$ cat src/rtl/pipe_stage_skid.sv
// pipe_stage_skid: elastic pipeline stage with two-entry skid buffer; define PIPE_STAGE_DATA_CLR_EN to zero data on flush
module pipe_stage_skid #(
  parameter int DATA_W = 32,
  parameter int CTRL_W = 16
) (
  input  logic              clk,
  input  logic              rst,
  input  logic              flush,
  input  logic              in_valid,
  output logic              in_ready,
  input  logic [CTRL_W-1:0] in_ctrl,
  input  logic [DATA_W-1:0] in_data,
  output logic              out_valid,
  input  logic              out_ready,
  output logic [CTRL_W-1:0] out_ctrl,
  output logic [DATA_W-1:0] out_data,
  output logic [1:0]        occupancy
);
  typedef enum logic [1:0] {EMPTY = 2'b00, ONE = 2'b01, FULL = 2'b11} state_t;
  state_t state, state_nx;
  logic [CTRL_W-1:0] main_ctrl, skid_ctrl;
  logic [DATA_W-1:0] main_data, skid_data;
  logic in_fire, out_fire, ld_in, ld_sm, ld_skid, clr_main, clr_skid;
  assign in_ready  = ~state[1];
  assign out_valid = state[0];
  assign occupancy = {state[1], state[0] & ~state[1]};
  assign out_ctrl  = main_ctrl;
  assign out_data  = main_data;
  assign in_fire   = in_valid & in_ready;
  assign out_fire  = out_valid & out_ready;
  always_comb begin
    state_nx = state;
    ld_in    = 1'b0;
    ld_sm    = 1'b0;
    ld_skid  = 1'b0;
    clr_main = 1'b0;
    clr_skid = 1'b0;
    if (flush) begin
      state_nx = EMPTY;
      clr_main = 1'b1;
      clr_skid = 1'b1;
    end else begin
      case (state)
        EMPTY: if (in_fire) begin
          state_nx = ONE;
          ld_in    = 1'b1;
        end
        ONE: if (in_fire && out_fire) ld_in = 1'b1;
          else if (in_fire) begin
            state_nx = FULL;
            ld_skid  = 1'b1;
          end else if (out_fire) begin
            state_nx = EMPTY;
            clr_main = 1'b1;
          end
        FULL: if (out_fire) begin
          state_nx = ONE;
          ld_sm    = 1'b1;
          clr_skid = 1'b1;
        end
        default: begin
          state_nx = EMPTY;
          clr_main = 1'b1;
          clr_skid = 1'b1;
        end
      endcase
    end
  end
  always_ff @(posedge clk or posedge rst) begin
    if (rst) begin
      state     <= EMPTY;
      main_ctrl <= '0;
      skid_ctrl <= '0;
      main_data <= '0;
      skid_data <= '0;
    end else begin
      state     <= state_nx;
      main_ctrl <= ld_in ? in_ctrl : ld_sm ? skid_ctrl : clr_main ? '0 : main_ctrl;
      skid_ctrl <= ld_skid ? in_ctrl : clr_skid ? '0 : skid_ctrl;
`ifdef PIPE_STAGE_DATA_CLR_EN
      main_data <= flush ? '0 : ld_in ? in_data : ld_sm ? skid_data : main_data;
      skid_data <= flush ? '0 : ld_skid ? in_data : skid_data;
`else
      main_data <= ld_in ? in_data : ld_sm ? skid_data : main_data;
      skid_data <= ld_skid ? in_data : skid_data;
`endif
    end
  end
endmodule

$ cat config.mk
export PLATFORM = sky130hd
export DESIGN_NAME = pipe_stage_skid
export DESIGN_NICKNAME = d
export VERILOG_FILES = /design/src/rtl/pipe_stage_skid.sv
export SDC_FILE = /design/constraint.sdc
export NUM_CORES = 1
export LEC_CHECK = 0
export CORE_UTILIZATION = 44
export DETAILED_ROUTE_END_ITERATION = 10
export PLACE_DENSITY = 0.8
export RECOVER_POWER = 25
export SETUP_SLACK_MARGIN = 0.3
export SLEW_MARGIN = 15
export SYNTH_ARGS = -nofsm -noshare
export SYNTH_HDL_FRONTEND = slang
export SYNTH_SLANG_ARGS = --single-unit
export TNS_END_PERCENT = 1
$ cat constraint.sdc
create_clock -name clk -period 3.2 [get_ports clk]
set_input_delay 0.8 -clock clk [delete_from_list [all_inputs] [get_ports clk]]
set_output_delay 0.8 -clock clk [all_outputs]
set_load 0.1 [all_outputs]
# After elaboration in Yosys (flattened, before gate mapping)
# Index checks and enable logic that the tools add are counted.
[op_classes] muxes=30 n_bitwise=4 reduce_logical=8 eq_ne=6
[op_table] op="$mux 16" n=5
[op_table] op="$mux 32" n=2
[op_table] op="$mux 1" n=13
[op_table] op="$mux 2" n=6
[op_table] op="$ne 3x3->1 const B" n=3
[op_table] op="$pmux 1 s2" n=3
[op_table] op="$pmux 2 s3" n=1
[op_table] op="$ne 4x4->1 const B" n=1
[op_table] op="$reduce_and 4->1" n=1
[op_table] op="$reduce_bool 2->1" n=2
[op_table] op="$reduce_or 2->1" n=2
[op_table] op="$and 1x1->1" n=3
[op_table] op="$reduce_bool 3->1" n=1
[op_table] op="$eq 2x1->1 const B" n=1
[op_table] op="$eq 2x2->1 const B" n=1
[op_table] op="$logic_not 2->1" n=1
[op_table] op="$logic_and 1x1->1" n=1
[op_table] op="$not 1->1" n=1
[totals] input_bits=53 regBits=98 word_cells=53

# Depth between registers and ports, before layout
[depth] word_depth=9 mapped_depth=9 mapped_depth_nobuf=6

# Worst setup path after synthesis
# OpenSTA, ideal clock, no wires.
[synth_timing] path_type="register -> register" from="reg state[1]" to="reg skid_ctrl[0]" setup_time_ns=0.065 stages_incl_launch_ff=9 t_arrival_ns=3.811 path_slack_ns=-0.676 period_less_slack_ns=3.876 required_time_ns=3.135 cell_sequence="dfrtp_1 -> inv_1 -> ha_1 -> a21boi_1 -> and2_4 -> buf_6 -> a211oi_4 -> buf_6 -> a22o_1"
[synth_via] elab_chain_cells=7 word_cells_on_any_way=15
[synth_rtl] element="start, declared" line="20" text="state_t state, state_nx;"
[synth_rtl] element="start signal, assigned" line="77" text="state <= state_nx;"
[synth_rtl] element="$not 1->1 *" line="24" text="assign in_ready = ~state[1];"
[synth_rtl] element="via in_ready" line="10" text="output logic in_ready,"
[synth_rtl] element="$and 1x1->1 *" line="29" text="assign in_fire = in_valid & in_ready;"
[synth_rtl] element="$mux 1 / $logic_and 1x1->1 (equally long branches)" line="49, 48"
[synth_rtl] element="$mux 1 *" line="48" text="ONE: if (in_fire && out_fire) ld_in = 1'b1;"
[synth_rtl] element="$mux 1 *" line="43" text="case (state)"
[synth_rtl] element="$mux 1 *" line="38" text="if (flush) begin"
[synth_rtl] element="$mux 16 / $reduce_bool 2->1 (equally long branches)"
[synth_rtl] element="end signal, assigned" line="79" text="skid_ctrl <= ld_skid ? in_ctrl : clr_skid ? '0 : skid_ctrl;"
[synth_rtl] element="end, declared" line="21" text="logic [CTRL_W-1:0] main_ctrl, skid_ctrl;"
# The timed path passes the listed nets; every way through them passes the cells marked *.
# A chain may end at the register's enable or synchronous reset.

# Worst setup path after layout
[layout_timing] from="reg state[1]" to="reg main_data[22] (netlist: out_data[22])"
[layout_via] elab_chain_cells=7 word_cells_on_any_way=14
[layout_rtl] element="$not 1->1" line="24"
[layout_rtl] element="$and 1x1->1" line="29"
[layout_rtl] element="$logic_and 1x1->1" line="48"
[layout_rtl] element="$mux 1" line="48"
[layout_rtl] element="$pmux 1 s2" line="43"
[layout_rtl] element="$mux 1" line="38"
[layout_rtl] element="$mux 32 / $reduce_bool 2->1 (equally long branches)"
[layout_rtl] element="end signal, assigned" line="84" text="main_data <= ld_in ? in_data : ld_sm ? skid_data : main_data;"
[layout_rtl] element="end, declared" line="22" text="logic [DATA_W-1:0] main_data, skid_data;"
# Parallel ways exist; a longest one is shown, timed or not.

==> flow_metrics.py <==
metrics = {
    "run_status": {
        "status": "finished, violations left",
        "violations": "max-capacitance violations, max-slew violations",
    },
    "worst_hold_path": {
        "hp-class": "reg -> reg",
    },
    "drt": {
        "finalWirelength_um": 9850,
        "vias_per_cell": 5.23,
        "first_iter_violations": 160,
        "first_pass_iters": 4,
        "detail_route.wl_per_cell_um": 14.9,
        "drc": 0,
        "ant_nets": 0,
        "vias": 3467,
    },
    "power_and_ir_drop": {
        "internal_power_mw": 2.74,
        "p_leak_nw": 2.68,
        "max-vdd-ir-drop_mv": 0.422,
        "powerDensity_mw_per_mm2": 1090,
        "swShare_pct": 54.1,
        "clock_power_share_pct": 12.2,
        "pwr-share-comb_pct": 54.5,
        "switching_power_mw": 3.22,
        "power_frac_seq_pct": 33.4,
    },
    "worst_setup_path": {
        "critPathCaptureType": "flip-flop",
        "crit_path_start_kind": "flip-flop",
        "r2r-start": "state[1]",
        "crit_path_start": "state[1]",
        "arrival_ns": 2.69,
        "r2r_end": "out_data[22]",
        "reg2reg_depth": 7,
        "criticalPathCategory": "reg -> reg",
        "crit_path_max_fanout": 50,
        "crit_path_end": "out_data[22]",
        "reg2reg_slack_ns": 0.77,
        "critPathRequiredTime_ns": 3.47,
    },
    "placed_design": {
        "dp_hpwl_um": 6600,
        "gp_congestion": 0.752,
        "numPortBuffers": 104,
    },
    "layout": {
        "fin_util_pct": 58.7,
        "syn2layout_area_growth_pct": 28.3,
        "nets": 586,
        "num_antenna_cells": 0,
        "drive_above_1_share_pct": 16.3,
    },
    "yosys": {
        "syn_area_mm2": 0.00425,
        "synth_top_area_share_pct": 57.7,
        "synthFlopType": "dfrtp_1",
        "yosysSeqAreaShare_pct": 57.7,
        "syn_nets": 490,
        "synth-edff-count": 0,
        "ys_async_sr_fraction_pct": 100,
        "synth.largest_area_cell": "dfrtp_1",
        "synth-seq-cells": 98,
        "yosys_warnings": 0,
        "synth_area_leaders": "dfrtp_1 (58%), nand2_1 (14%), a31oi_1 (4.7%)",
        "synth_cells": 433,
        "syn_avg_cell_area_um2": 9.81,
        "synth_cell_type_count": 29,
    },
    "floorplan": {
        "initial_core_util_pct": 45.8,
        "row_count": 35,
        "io_pins": 105,
        "fp.dieW_um": 100,
        "core_mm2": 0.00928,
        "die-area_mm2": 0.0101,
        "die_h_um": 100,
    },
    "timing": {
        "fin_crit_sh_pct": 75.8,
        "max_freq_mhz": 412,
        "period_needed_ns": 2.43,
        "slew_viol_final": 35,
        "clock_skew_ns": 0.0122,
        "worstMarginPinSlew_ns": 1.74,
        "finalHoldViolCount": 0,
        "rsz0062_at_grt": "false",
        "max_slew_margin_pct": -16.7,
        "tns_ns": 0,
        "setup_viol": 0,
    },
    "global_route": {
        "grt_use_total_pct": 21.3,
        "grt_pass1_wl_um": 16900,
        "grt_pass1_vias": 3533,
        "grt_max_degree": 51,
        "grt-ovfl-total": 0,
        "antenna_found_initial": 0,
    },
    "clock_network": {
        "clkSinkCount": 98,
        "htree_num_levels": 3,
        "cts.repair.resized": 0,
        "path_clk_slew_ns": 0.09,
        "clk_latency_ns": 0.36,
        "post_cts_buffers": 0,
        "ctsHoldBuffers": 0,
        "cts_root_buffer": "clkbuf_8",
        "clock_path_buffers": 2,
        "cts_tree": "done",
        "cts-buffers-inserted": 9,
    },
    "flow_run": {
        "maxCapViolations": 1,
    },
}
-- worst min-delay path by stage --
stage                  startpoint             to  slack (ns)  depth (start not counted)
floorplan            skid_data[0]   skid_data[0]        0.45                          2
global placement    skid_data[11]  skid_data[11]        0.46                          2
detailed placement  skid_data[19]  skid_data[19]        0.46                          2
CTS                 skid_data[19]  skid_data[19]        0.48                          2
global route        skid_data[17]  skid_data[17]        0.50                          2
finish              skid_data[19]  skid_data[19]        0.48                          2
-- Yosys cell counts (2+ instances only) --
cell,n
nand2_1,164
dfrtp_1,98
nor2_1,34
a31oi_1,32
and3_1,17
a221o_1,16
a22o_1,16
buf_4,11
clkbuf_1,7
buf_2,6
buf_6,5
inv_1,5
ha_1,4
a21oi_1,2
mux2i_1,2
-- kinds of logic (layout without fill, tap and decap cells) --
kind of cell               Yosys count  in the layout  synth area share [%]
and+or+nand+nor                    221            221                  21.4
DFF                                 98             98                  57.7
AOI/OAI and AO/OA                   74             74                  14.2
buffers and inverters               34            135                  5.04
adders and majority gates            4              4                  1.18
muxes                                2              2                 0.471
-- state kept, by name, summed over array words and instances, names as in the netlist --
signal and cells:
out_data 32, skid_data 32, out_ctrl 16, skid_ctrl 16, state 2
-- metrics by stage --
step	power, mW	area, um^2	std cells	worst slack (ns)	hold slack (ns)
after CTS	5.99	5450	663	0.770	0.485
final	5.96	5450	663	0.773	0.480
after global placement	5.19	5270	647	0.523	0.457
after detailed placement	5.27	5270	647	0.453	0.462
after global routing	6.25	5450	663	0.594	0.504
after floorplan	4.55	4260	433	-0.279	0.446
-- area by class of cell --
type	instances	area, um^2
clock buffers	9	124
multi-input cells	301	1600
repair buffers	114	1040
flip-flops and latches	98	2450
well taps	129	161
inverters	5	23.8
clock inverters	7	55.1
fillers	827	3830
-- metal layers --
metal  part of all wire (%)  track usage, %  up-vias
li1                       -               -     1651
met1                     45            27.7     1715
met2                     49            35.4       99
met3                    6.4            4.87        2
met4                   0.30            6.58        0
met5                      0               0        -
-- power groups by stage --
stage	Combinational (mW)	Sequential, mW	Clock [mW]
detailed placement	3.26	2.01	0
floorplan	0.832	3.71	0
global route	3.41	2.05	0.798
global placement	3.20	1.99	0
finish	3.25	1.99	0.725
CTS	3.26	1.99	0.741
-- layout by cell type (no fill, tap or decap), drive strengths merged, types with 2 or more instances in the layout --
master and n:
clkinv 4, clkbuf 9, a221o 16, and3 17, clkdlybuf4s50 51, nand2 164
nor2 34, a21oi 2, a31oi 32, buf 62, mux2i 2, clkinvlp 4
dfrtp 98, inv 4, a22o 16, nor3b 2, ha 4
-- critical path, stage by stage, from the launching register on --
cell and delay [ns]:
dfrtp_2 0.50, clkinvlp_4 0.20, ha_1 0.29, and3_1 0.21, o21ai_4 0.60, buf_12 0.31, nor2_1 0.07, a31oi_1 0.16
No activity file was read; power rests on OpenSTA's default activity.
